### src/rtl/mmt_matrix_loader.sv
// Packs the 32-matrix element stream into one row word per SRAM write; a write issues the cycle after a row's last element.
// No backpressure: the stream is consumed every in_valid cycle, and dropping in_valid mid-load discards the partial row and returns to idle.
module mmt_matrix_loader #(
    parameter int N_MAT   = 32,
    parameter int MAX_DIM = 16
) (
    input  logic                                      clk,
    input  logic                                      rst_n,
    input  logic                                      in_valid,
    input  logic [7:0]                                matrix,
    input  logic [1:0]                                matrix_size,
    output logic                                      sram_web,
    output logic [$clog2(N_MAT)+$clog2(MAX_DIM)-1:0] sram_addr,
    output logic [MAX_DIM*8-1:0]                      sram_wdata,
    output logic [1:0]                                size_code,
    output logic                                      load_done
);
    localparam int IDX_W = $clog2(N_MAT);
    localparam int DIM_W = $clog2(MAX_DIM);
    localparam int W     = MAX_DIM * 8;

    typedef enum logic [1:0] {ST_IDLE, ST_LOAD, ST_DONE} state_t;

    state_t               state_q, state_d;
    logic [1:0]           size_q, size_d;
    logic [DIM_W-1:0]     col_q, col_d, row_q, row_d;
    logic [IDX_W-1:0]     idx_q, idx_d;
    logic [W-1:0]         buf_q, buf_d, wdata_q, wdata_d, row_cur;
    logic [IDX_W+DIM_W-1:0] addr_q, addr_d;
    logic                 web_q, web_d;
    logic [DIM_W-1:0]     nm1;
    logic                 row_end, mat_end, last_elem;

    assign nm1       = DIM_W'((32'd2 << size_q) - 32'd1);
    assign row_end   = (col_q == nm1);
    assign mat_end   = row_end && (row_q == nm1);
    assign last_elem = mat_end && (idx_q == IDX_W'(N_MAT - 1));

    always_ff @(posedge clk or negedge rst_n) begin
        if (!rst_n) begin
            state_q <= ST_IDLE;
            size_q  <= '0;
            col_q   <= '0;
            row_q   <= '0;
            idx_q   <= '0;
            buf_q   <= '0;
            wdata_q <= '0;
            addr_q  <= '0;
            web_q   <= 1'b1;
        end else begin
            state_q <= state_d;
            size_q  <= size_d;
            col_q   <= col_d;
            row_q   <= row_d;
            idx_q   <= idx_d;
            buf_q   <= buf_d;
            wdata_q <= wdata_d;
            addr_q  <= addr_d;
            web_q   <= web_d;
        end
    end

    always_comb begin
        state_d = state_q;
        case (state_q)
            ST_IDLE, ST_DONE: state_d = in_valid ? ST_LOAD : ST_IDLE;
            ST_LOAD: begin
                if (!in_valid)      state_d = ST_IDLE;
                else if (last_elem) state_d = ST_DONE;
            end
            default:            state_d = ST_IDLE;
        endcase
    end

    always_comb begin
        size_d  = size_q;
        col_d   = col_q;
        row_d   = row_q;
        idx_d   = idx_q;
        buf_d   = buf_q;
        wdata_d = wdata_q;
        addr_d  = addr_q;
        web_d   = 1'b1;
        row_cur = buf_q;
        row_cur[int'(col_q)*8 +: 8] = matrix;
        case (state_q)
            ST_LOAD: begin
                if (!in_valid) begin
                    // Abort: partial row is dropped, size_code keeps its value.
                    col_d = '0;
                    row_d = '0;
                    idx_d = '0;
                    buf_d = '0;
                end else if (row_end) begin
                    wdata_d = row_cur;
                    addr_d  = {idx_q, row_q};
                    web_d   = 1'b0;
                    buf_d   = '0;
                    col_d   = '0;
                    if (mat_end) begin
                        row_d = '0;
                        idx_d = idx_q + 1'b1;
                    end else begin
                        row_d = row_q + 1'b1;
                    end
                end else begin
                    buf_d = row_cur;
                    col_d = col_q + 1'b1;
                end
            end
            default: begin
                // Element (0,0) of matrix 0 arrives on the same cycle the load starts.
                if (in_valid) begin
                    size_d = matrix_size;
                    buf_d  = {{(W-8){1'b0}}, matrix};
                    col_d  = DIM_W'(1);
                    row_d  = '0;
                    idx_d  = '0;
                end
            end
        endcase
    end

    always_comb begin
        load_done = (state_q == ST_DONE);
    end

    assign sram_web   = web_q;
    assign sram_addr  = addr_q;
    assign sram_wdata = wdata_q;
    assign size_code  = size_q;
endmodule

### config.mk
export PLATFORM = sky130hd
export DESIGN_NAME = mmt_matrix_loader
export DESIGN_NICKNAME = d
export VERILOG_FILES = /design/src/rtl/mmt_matrix_loader.sv
export SDC_FILE = /design/constraint.sdc
export NUM_CORES = 1
export LEC_CHECK = 0
export CORE_MARGIN = 2
export CORE_UTILIZATION = 30
export DETAILED_ROUTE_END_ITERATION = 8
export SYNTH_ARGS = -nofsm -noshare
export SYNTH_HDL_FRONTEND = slang
export SYNTH_SLANG_ARGS = --single-unit
### constraint.sdc
create_clock -name clk -period 6.8 [get_ports clk]
set_clock_uncertainty 0.1 [all_clocks]
set_input_delay 0.68 -clock clk [delete_from_list [all_inputs] [get_ports clk]]
set_output_delay 0.68 -clock clk [all_outputs]
set_load 0.02 [all_outputs]
==> run_results.csv, run 1 <==
group,metric,value,unit
global_routing,grt_util_all_layers,0.1670,
synthesis,ys_async_sr_fraction,1.000,
layout,stdcell_area,15560,µm²
setup_path,rrSetupSlack,3.07,ns
synthesis,yosys_most_used_dff,"dfrtp_1",
sta,worst_pin_slew,1.144,ns
power_and_ir_drop,leakage,6.513,nW
clock_tree,clockBufferDepth,3,
power_and_ir_drop,p_clk_frac,0.263,
clock_tree,htreeDepth,1,
layout,antenna_cells,0,
synthesis,yosysSeqAreaShare,0.5580,
setup_path,end_kind,"flip-flop",
global_routing,grt_start_max_net_pins,180,
setup_path,r2r_start,"col_q[0]",
sta,fin_ws,3.074,ns
run,maxCapViolCount,0,
synthesis,synthTopCellsByCount,"dfrtp_1 (282), a21oi_1 (205), nor2_1 (194)",
drt,antenna_left,0,
clock_tree,path_clk_slew,0.06,ns
floorplanning,coreArea,41850,µm²
sta,fin_crit_sh,0.5479,
synthesis,synthMuxAreaShare,0.04998,
global_routing,grt_overflow,0,
drt,firstDrtPassIters,5,
synthesis,yosys_warnings,0,
synthesis,synth_edf_count,0,
layout,fillers,4144,
clock_tree,cts_hold_buf,0,
layout,syn2layout_area_growth,22.59,%
floorplanning,rows,75,
synthesis,synth_top_area_share,0.5559,
synthesis,netlist_instances,1194,
synthesis,syn_nets,1213,
clock_tree,clk_latency,0.55,ns
power_and_ir_drop,vdd_drop_max,0.1903,mV
sta,finalSetupTns,0,ns
placed_design,finalWeightedCongestion,0.8294,
setup_path,start_kind,"flip-flop",
clock_tree,numCtsBuffers,31,
power_and_ir_drop,p_sw_frac,0.3583,
setup_path,worstSetupPathType,"flip-flop to flip-flop",
synthesis,synth_compound_area_frac,0.2221,
placed_design,place_area,14570,µm²
synthesis,synth_area,12690,µm²
power_and_ir_drop,p_seq_frac,0.381,
setup_path,r2r.worst_path.cells,7,
floorplanning,start_util,0.3033,
setup_path,rr_endpoint,"buf_q[35]",
layout,final_nets,1319,
sta,slew_violations,0,
drt,drt-total-wl,36760,µm
drt,drt_iter0_drc,697,
placed_design,place_ws,3.100,ns
placed_design,dp_hpwl,24570,µm
floorplanning,die_w,209.7,µm
clock_tree,cts.sinks,283,
clock_tree,cts_resized,0,
sta,whs,0.03805,ns
global_routing,grt_pass1_wl,58370,µm
clock_tree,cts_tree,"yes",
global_routing,antenna_found_initial,0,
setup_path,cp.required,7.17,ns
drt,routedWlPerCell,19.75,µm
placed_design,placed_cells,1806,
drt,via_per_inst,5.243,
layout,multi_input_area,5147,µm²
clock_tree,cts_root_buf,"clkbuf_16",
power_and_ir_drop,p_int,3.964,mW
synthesis,synth_xor_area_frac,0.002661,
sta,finalHoldViolations,0,
drt,drc,0,
layout,layout-drive-gt1-share,0.08396,
min_path,min-delay-path-class,"input pin to asynchronous set/reset pin",
synthesis,synth_area_leader_cell,"dfrtp_1",
synthesis,syn_avg_cell_area,10.63,µm²
setup_path,critPathArrivalTime,4.09,ns
synthesis,synth.distinct_cells,71,
synthesis,synth-seq-cells,283,
floorplanning,pin_count,154,
sta,rsz0062_at_grt,"no",
placed_design,numPortBuffers,153,
synthesis,ys_top_cells_by_area,"dfrtp_1 (56%), a21oi_1 (8.1%), nor2_1 (5.7%)",
synthesis,yosysMostFrequentCell,"dfrtp_1",
floorplanning,die_h,209.7,µm
sta,fin_crit,3.726,ns
status,outcome,"complete, no violations",
synthesis,synthSimpleGateAreaFrac,0.1238,
power_and_ir_drop,power.density,397.0,nW/µm²
drt,vias,9757,
floorplanning,die_area,43970,µm²
synthesis,synth_top_family_by_area,"compound AO/OA/AOI/OAI gates",
sta,slew_headroom,0.2374,
power_and_ir_drop,comb_power_share,0.356,
sta,setup_viol,0,
clock_tree,postCtsSetupRepairBufs,0,
synthesis,yosys.area_share.adder,0.005914,
power_and_ir_drop,p_sw,2.213,mW
global_routing,grt_pass1_vias,9875,
setup_path,worstPathMaxFanout,22,
layout,final_cells,1861,
sta,max_freq,268.4,MHz
layout,layout.area.seq,7083,µm²
-- final cells by class --
| cell class | instances | share of cell area |
|---|---|---|
| Clock buffer | 48 | 0.06103 |
| Inverter | 9 | 0.002171 |
| Clock inverter | 7 | 0.002814 |
| Timing Repair Buffer | 162 | 0.1047 |
| Sequential cell | 283 | 0.4552 |
| Tap cell | 539 | 0.04334 |
| Multi-Input combinational cell | 813 | 0.3308 |
-- layer usage --
metal,share of wire,up-vias,global-route usage
li1,-,4515,-
met1,0.45,4861,0.2274
met4,0.031,0,0.05551
met5,0,-,0
met2,0.46,305,0.2649
met3,0.065,76,0.03576
-- flip-flops by register name, summed over array words and instances, names as in the netlist --
signal and count:
buf_q 128, sram_wdata 128, sram_addr 9, idx_q 5, col_q 4, row_q 4
size_code 2, state_q 2, sram_web 1
-- stage by stage --
step / utilization / power, mW
floorplan: - / 3.478
global placement: 0.3481 / 4.581
detailed placement: 0.3481 / 4.602
CTS: 0.3718 / 6.250
global route: 0.3718 / 6.518
finish: 0.3718 / 6.178
-- kinds of logic after synthesis --
| kind of cell | after synthesis |
|---|---|
| compound gates | 413 |
| simple gates | 329 |
| flops | 283 |
| buf+inv | 98 |
| mux | 62 |
| fa+ha+maj | 6 |
| xor+xnor | 3 |
-- power by group through the flow --
stage,Combinational [mW],Sequential [mW],Clock [mW]
after detailed placement,2.21,2.39,0
final,2.20,2.36,1.62
after floorplan,0.675,2.80,0
after CTS,2.23,2.37,1.66
after global placement,2.20,2.38,0
after global routing,2.37,2.42,1.73
-- critical path, cell delays in order, from the launching register on --
cell and delay [ns]:
dfrtp_1 0.75, inv_1 0.16, ha_1 0.31, xnor2_2 0.65, nand2_1 0.23, nor2_1 0.87, nand2_1 0.33, o2bb2ai_1 0.23
-- placed cells by master, fill, tap and decap left out, drive strengths merged, types with 10 or more instances in the layout --
master,instances
dfrtp,282
a21oi,206
nor2,202
clkdlybuf4s50,152
a22o,79
mux2i,51
clkbuf,48
o2bb2ai,38
nand2,34
nor3,23
a31oi,19
a21boi,16
and3,15
and2,13
o22ai,12
o21ai,12
mux2,11
nor2b,10
a21o,10
buf,10
-- worst max-delay path by stage --
stage             start    endpoint  depth (start not counted)
2_1_floorplan  col_q[2]  buf_q[100]                         11
6_report       col_q[0]   buf_q[35]                          7
3_5_place_dp   col_q[0]   buf_q[39]                          7
5_1_grt        col_q[0]   buf_q[37]                          7
3_3_place_gp   col_q[0]   buf_q[38]                          7
4_1_cts        col_q[0]   buf_q[35]                          7
Power figures use the tool's default switching activity.
==> run 2, diff against run 1 <==
clock period = 3.85 ns   (was 6.8 ns; I/O delays follow)
==> run_results.csv, run 2 (synthesized netlist as in run 1, its figures left out) <==
group,metric,value,unit
placed_design,place_ws,0.5552,ns
setup_path,rr_endpoint,"sram_wdata[112]",
layout,layout-drive-gt1-share,0.09424,
layout,final_cell_mix,"dfrtp_1 (282), a21oi_1 (205), nor2_1 (194)",
sta,worst_pin_slew,0.9224,ns
global_routing,antenna_found_initial,1,
layout,final_nets,1332,
placed_design,finalWeightedCongestion,0.8755,
clock_tree,htreeDepth,1,
sta,fin_crit_sh,0.8748,
power_and_ir_drop,p_sw_frac,0.3566,
placed_design,numPortBuffers,153,
drt,firstDrtPassIters,5,
sta,slew_violations,0,
clock_tree,cts_hold_buf,1,
setup_path,cp.buffers_inverters,2,
drt,routedWlPerCell,19.69,µm
drt,vias,9727,
global_routing,grt_start_max_net_pins,169,
drt,antenna_left,0,
power_and_ir_drop,power.density,705.6,nW/µm²
setup_path,critical-path-top-delay-family,"simple AND/OR/NAND/NOR gates",
floorplanning,die_area,43970,µm²
layout,utilization,0.3761,
clock_tree,cts_resized,0,
power_and_ir_drop,p_sw,3.961,mW
floorplanning,pin_count,154,
sta,rsz0062_at_grt,"no",
global_routing,grt_pass1_vias,9515,
setup_path,path_cells,"buf_4, nor3_1, ha_1, clkinv_1, o21ai_1, or2_1, mux2i_1, a21oi_1",
drt,drt_iter0_drc,745,
min_path,whs_path_depth,2,
clock_tree,cts.sinks,283,
power_and_ir_drop,leakage,6.611,nW
floorplanning,rows,75,
global_routing,grt_util_all_layers,0.1660,
drt,drt-total-wl,36950,µm
min_path,min-delay-path-class,"input pin to flip-flop",
floorplanning,coreArea,41850,µm²
placed_design,dp_hpwl,24910,µm
setup_path,r2r_start,"col_q[0]",
min_path,min_to,"size_code[1]",
status,outcome,"complete, no violations",
setup_path,r2r.worst_path.cells,8,
clock_tree,path_clk_slew,0.07,ns
placed_design,placed_cells,1819,
sta,finalHoldViolations,0,
floorplanning,die_w,209.7,µm
clock_tree,clk_latency,0.57,ns
setup_path,slowest_delay,0.56,ns
sta,fin_crit,3.368,ns
power_and_ir_drop,p_seq_frac,0.375,
power_and_ir_drop,p_int,7.147,mW
clock_tree,cts_tree,"yes",
power_and_ir_drop,p_clk_frac,0.273,
power_and_ir_drop,comb_power_share,0.352,
sta,slew_headroom,0.3841,
power_and_ir_drop,power,11.11,mW
sta,setup_viol,0,
layout,final_cells,1877,
global_routing,grt_pass1_wl,57300,µm
sta,fin_ws,0.4820,ns
power_and_ir_drop,vdd_drop_max,0.2943,mV
setup_path,worstPathMaxFanout,13,
setup_path,cp.required,4.17,ns
global_routing,grt_overflow,0,
clock_tree,cts_root_buf,"clkbuf_16",
setup_path,rrSetupSlack,0.48,ns
sta,max_freq,296.9,MHz
run,maxCapViolCount,0,
setup_path,worst_path_max_delay_cell,"or2_1",
drt,drc,0,
drt,via_per_inst,5.182,
clock_tree,numCtsBuffers,30,
sta,finalSetupTns,0,ns
layout,layout_commonest_cell,"dfrtp_1",
setup_path,end_kind,"flip-flop",
min_path,hold_start,"matrix_size[1]",
clock_tree,postCtsSetupRepairBufs,0,
setup_path,worstSetupPathType,"flip-flop to flip-flop",
floorplanning,die_h,209.7,µm
floorplanning,start_util,0.3033,
setup_path,critPathArrivalTime,3.69,ns
setup_path,start_kind,"flip-flop",
layout,syn2layout_area_growth,24.02,%
clock_tree,clockBufferDepth,3,
[run 2: layout make-up]
cell class	count	area [µm²]
fill	4134	26110
sequential	283	7083
multi-input combinational	813	5147
timing repair buffer	176	1762
clock buffer	43	890.9
tap	539	674.4
clock inverter	13	148.9
inverter	9	33.78
antenna	1	2.502
[run 2: per-stage QoR]
step | hold WS (ns) | cell area (µm²)
floorplan | -0.01059 | 12690
global placement | 0.3634 | 14690
detailed placement | 0.3728 | 14690
CTS | 0.3112 | 15740
global route | 0.3307 | 15740
finish | 0.3300 | 15740
[run 2: power by group through the flow]
stage | registers, mW | logic (mW) | clock network (mW)
floorplan | 4.95 | 1.19 | 0
global placement | 4.21 | 3.92 | 0
detailed placement | 4.22 | 3.94 | 0
CTS | 4.19 | 3.96 | 3.10
global route | 4.26 | 4.20 | 3.23
finish | 4.16 | 3.91 | 3.03
[run 2: worst max path at each step]
stage	depth (start not counted)	from	slack, ns	endpoint
after floorplan	11	col_q[2]	1.06	buf_q[100]
after global placement	7	col_q[2]	0.71	sram_wdata[116]
after detailed placement	8	col_q[0]	0.56	buf_q[119]
after CTS	8	col_q[0]	0.51	sram_wdata[112]
after global routing	8	col_q[0]	0.23	buf_q[80]
final	8	col_q[0]	0.48	sram_wdata[112]
[run 2: metal layers]
metal  wire length, µm  global-route usage
met3              2324             0.04130
met1             16410              0.2260
met5                 0                   0
met2             17240              0.2590
met4               973             0.05527
